[src/rtl/mem_arbiter.sv]
// mem_arbiter: single RAM port shared by icache and dcache, D priority with bounded I starvation
// Ports: CLK/RST (sync, active-high); iREN/iaddr -> iwait/iload (icache side);
// dREN/dWEN/daddr/dstore -> dwait/dload (dcache side); ramREN/ramWEN/ramaddr/ramstore
// to the RAM, ramload/ramstate from it; gnt exposes the current grant state.
module mem_arbiter #(
   parameter int WORD_W       = 32,
   parameter int STARVE_LIMIT = 4
) (
   input  logic              CLK,
   input  logic              RST,
   input  logic              iREN,
   input  logic [WORD_W-1:0] iaddr,
   output logic              iwait,
   output logic [WORD_W-1:0] iload,
   input  logic              dREN,
   input  logic              dWEN,
   input  logic [WORD_W-1:0] daddr,
   input  logic [WORD_W-1:0] dstore,
   output logic              dwait,
   output logic [WORD_W-1:0] dload,
   output logic              ramREN,
   output logic              ramWEN,
   output logic [WORD_W-1:0] ramaddr,
   output logic [WORD_W-1:0] ramstore,
   input  logic [WORD_W-1:0] ramload,
   input  logic [1:0]        ramstate,
   output logic [1:0]        gnt
);
   typedef enum logic [1:0] {IDLE = 2'd0, SERVE_I = 2'd1, SERVE_D = 2'd2} state_t;
   localparam logic [1:0] ACCESS = 2'd2;
   state_t     state;
   logic [2:0] starve_cnt;
   logic       dreq, starve, idone, ddone;
   assign dreq   = dREN | dWEN;
   assign starve = iREN && starve_cnt == 3'(STARVE_LIMIT);
   // completion needs the enable still up; a reset cycle never completes
   assign idone  = state == SERVE_I && iREN && ramstate == ACCESS && !RST;
   assign ddone  = state == SERVE_D && dreq && ramstate == ACCESS && !RST;
   always_ff @(posedge CLK) begin
      if (RST) begin
         state      <= IDLE;
         starve_cnt <= '0;
      end else begin
         case (state)
            IDLE:
               if (dreq && !starve) begin
                  state      <= SERVE_D;
                  starve_cnt <= !iREN ? 3'd0 : starve_cnt == 3'd7 ? 3'd7 : starve_cnt + 3'd1;
               end else if (iREN) begin
                  state      <= SERVE_I;
                  starve_cnt <= '0;
               end
            SERVE_I: if (!iREN || idone) state <= IDLE;
            SERVE_D: if (!dreq || ddone) state <= IDLE;
            default: state <= IDLE;
         endcase
      end
   end
   always_comb begin
      ramREN   = state == SERVE_I ? iREN : state == SERVE_D ? dREN & ~dWEN : 1'b0;
      ramWEN   = state == SERVE_D ? dWEN : 1'b0;
      ramaddr  = state == SERVE_I ? iaddr : state == SERVE_D ? daddr : '0;
      ramstore = state == SERVE_D ? dstore : '0;
      iwait    = ~idone;
      dwait    = ~ddone;
      iload    = idone ? ramload : '0;
      dload    = ddone ? ramload : '0;
      gnt      = state;
   end
endmodule

[config.mk]
export PLATFORM = sky130hd
export DESIGN_NAME = mem_arbiter
export DESIGN_NICKNAME = d
export VERILOG_FILES = /design/src/rtl/mem_arbiter.sv
export SDC_FILE = /design/constraint.sdc
export NUM_CORES = 1
export LEC_CHECK = 0
export CORE_AREA = 5 5 102 104
export DETAILED_ROUTE_END_ITERATION = 10
export DIE_AREA = 0 0 107 109
export PLACE_DENSITY_LB_ADDON = 0.15
export SLEW_MARGIN = 20
export SYNTH_ARGS = -nofsm -noshare
export SYNTH_HDL_FRONTEND = slang
export SYNTH_SLANG_ARGS = --single-unit
[constraint.sdc]
create_clock -name CLK -period 4.9 [get_ports CLK]
set_input_delay 1.47 -clock CLK [delete_from_list [all_inputs] [get_ports CLK]]
set_output_delay 1.47 -clock CLK [all_outputs]
set_load 0.01 [all_outputs]
==> reports/metrics.yaml <==
synth_seq_cells: 5
synth_seq_area_share_pct: 7.505
p_int_mw: 0.3058
wirelength_um: 9499
mostFrequentLayoutCells: "clkdlybuf4s50_1 (268), and2_1 (97), a22o_1 (32)"
synth_ff_type: "dfxtp_1"
dieArea_mm2: 0.01166
ys_warn_count: 0
finalHoldViolations: 0
design.core.area_mm2: 0.009459
synth.distinct_cells: 26
dp_cells: 556
clk_path_buf_depth: 2
avgSynthCellArea_um2: 7.057
synth_adder_area_share_pct: 1.876
cap_viol_max_count: 0
fin_nets: 584
rsz0062_at_grt: "false"
clk_pin_slew_ns: 0.04
power_density_mw_per_mm2: 104.0
synth_compound_gate_area_share_pct: 28.14
drt_iter0_markers: 65
hpwl_um: 8396
p_sw_share_pct: 29.02
numPortBuffers: 268
r2r_cells: 4
htree_levels: 1
worstHoldStart: "starve_cnt[1]"
worst_ep_required_time_ns: 3.43
tightest_slew_ns: 0.4765
status: "complete, no violations"
synth-xor-area-share_pct: 0
ir_drop_mv: 0.07012
synth-simple-area-share_pct: 52.63
hold_buffers: 0
route.detailed.drc: 0
hp-class: "reg2reg"
setup_viol: 0
synth_edf_count: 0
vias: 2292
grt_use_total_pct: 14.23
fin_skew_ns: 0.0009305
synth_top_family_by_area: "simple AND/OR/NAND/NOR gates"
final_common_cell: "clkdlybuf4s50_1"
synth_nets: 326
drive_gt1_share_pct: 3.363
dr.pass1.iters: 4
grt_overflow_total: 0
grt_pass1_wl_um: 12920
setup_tns_ns: 0
worst_setup_path_end_kind: "output port"
r2r-end: "gnt[1]"
p_comb_share_pct: 71.8
r2r_slack_ns: 3.50
worst_slack_ns: 0.1717
fmax_ghz: 0.2115
antenna_cells: 0
synth_top_area_cell: "and2_1"
wl_met1_um: 3278
fp.dieW_um: 107
maxSlewViolCount: 0
cts_made_buffers: 3
netlist_area_mm2: 0.001334
critPathLaunchType: "input pin"
cts_tree: "built"
fin_util_pct: 43.80
grt_max_degree: 48
route.met2.wl_um: 5213
relSlewSlack_pct: 68.16
p_leak_nw: 1.558
cp_data_arrival_time_ns: 3.26
met3WireLength_um: 971
io_pins: 269
highest_layer: "met4"
post_drt_via_cell_ratio: 4.093
synthCells: 189
seq_power_share_pct: 10.6
async_flop_share_pct: 0
synth.area.mux_share_pct: 0
antenna_left: 0
synth_top_area_share_pct: 45.50
cp-startpoint: "dWEN"
crit_fanout: 33
cts_resized: 0
root_buffer: "clkbuf_8"
place_ws_ns: 0.05894
globalplace.congestion: 0.7704
antenna_found_initial: 0
start_util_pct: 14.10
min_path_cells: 2
worstHoldEndpoint: "starve_cnt[1]"
cts_sinks: 5
routedWlPerCell_um: 16.96
grt_pass1_vias: 2265
worstSetupPathType: "in2out"
min_period_ns: 4.728
die_h_um: 109
post-cts-setup-buffers: 0
insertion_delay_ns: 0.22
fin_cells: 560
clkPwrFrac_pct: 17.5
r2r-start: "gnt[0]"
rows: 36
power_switching_mw: 0.1251
area_growth_syn_to_layout_pct: 210.6
min_period_over_period_pct: 96.50
synth_area_leaders: "and2_1 (45%), a22o_1 (21%), dfxtp_1 (7.5%)"
-- cells in the mapped netlist, types with 2 or more instances --
| cell | number |
|---|---|
| a21o_1 | 2 |
| a21oi_1 | 4 |
| a22o_1 | 32 |
| and2_1 | 97 |
| and3_4 | 2 |
| buf_2 | 15 |
| buf_4 | 3 |
| dfxtp_1 | 5 |
| ha_1 | 2 |
| inv_1 | 6 |
| nand2_1 | 2 |
| nand3_1 | 2 |
| nor2b_1 | 3 |
| o22ai_1 | 2 |
-- cell type report --
cell class	instances	area (µm²)
Clock buffer	4	45.04
Fill cell	962	5316
Inverter	6	22.52
Multi-Input combinational cell	159	1120
Sequential cell	5	100.1
Tap cell	114	142.6
Timing Repair Buffer	272	2713
-- logic make-up after synthesis --
| group | count (synthesis) |
|---|---|
| and+or+nand+nor | 112 |
| AOI/OAI and AO/OA | 45 |
| buffers and inverters | 25 |
| DFF | 5 |
| adders and majority gates | 2 |
-- worst max-delay path by stage --
stage | endpoint | slack [ns]
finish | dload[3] | 0.17
global route | dload[3] | 0.06
CTS | dload[3] | 0.06
detailed placement | dload[3] | 0.06
global placement | dload[3] | 0.06
floorplan | dload[13] | 1.13
-- stage by stage --
stage	instance area (µm²)	total power [mW]	hold slack (ns)
2_1_floorplan	1334	0.1432	0.4769
3_3_place_gp	4090	0.3562	0.4899
3_5_place_dp	4090	0.3580	0.5101
4_1_cts	4135	0.4374	0.5151
5_1_grt	4143	0.4595	0.5365
6_report	4143	0.4309	0.5153
-- critical path, stage by stage --
cell and delay [ns]:
clkdlybuf4s50_1 0.52, or2_4 0.17, and3_4 0.36, and2_1 0.18
clkdlybuf4s50_1 0.55
-- registers in the layout, summed over array words and instances, names as in the netlist --
register and cells:
gnt 2, starve_cnt 3
-- power groups by stage --
stage	registers (mW)	clock network (mW)	logic, mW
after detailed placement	0.0463	0	0.312
after CTS	0.0457	0.0782	0.313
after floorplan	0.0462	0	0.0970
after global placement	0.0463	0	0.310
final	0.0458	0.0755	0.310
after global routing	0.0462	0.0830	0.330
-- layer usage --
layer,up-vias,track usage (%)
li1,1159,-
met1,986,14.78
met2,145,28.28
met3,2,4.914
met4,0,1.553
met5,-,0
Note: power is estimated with default switching activity, not from simulation.
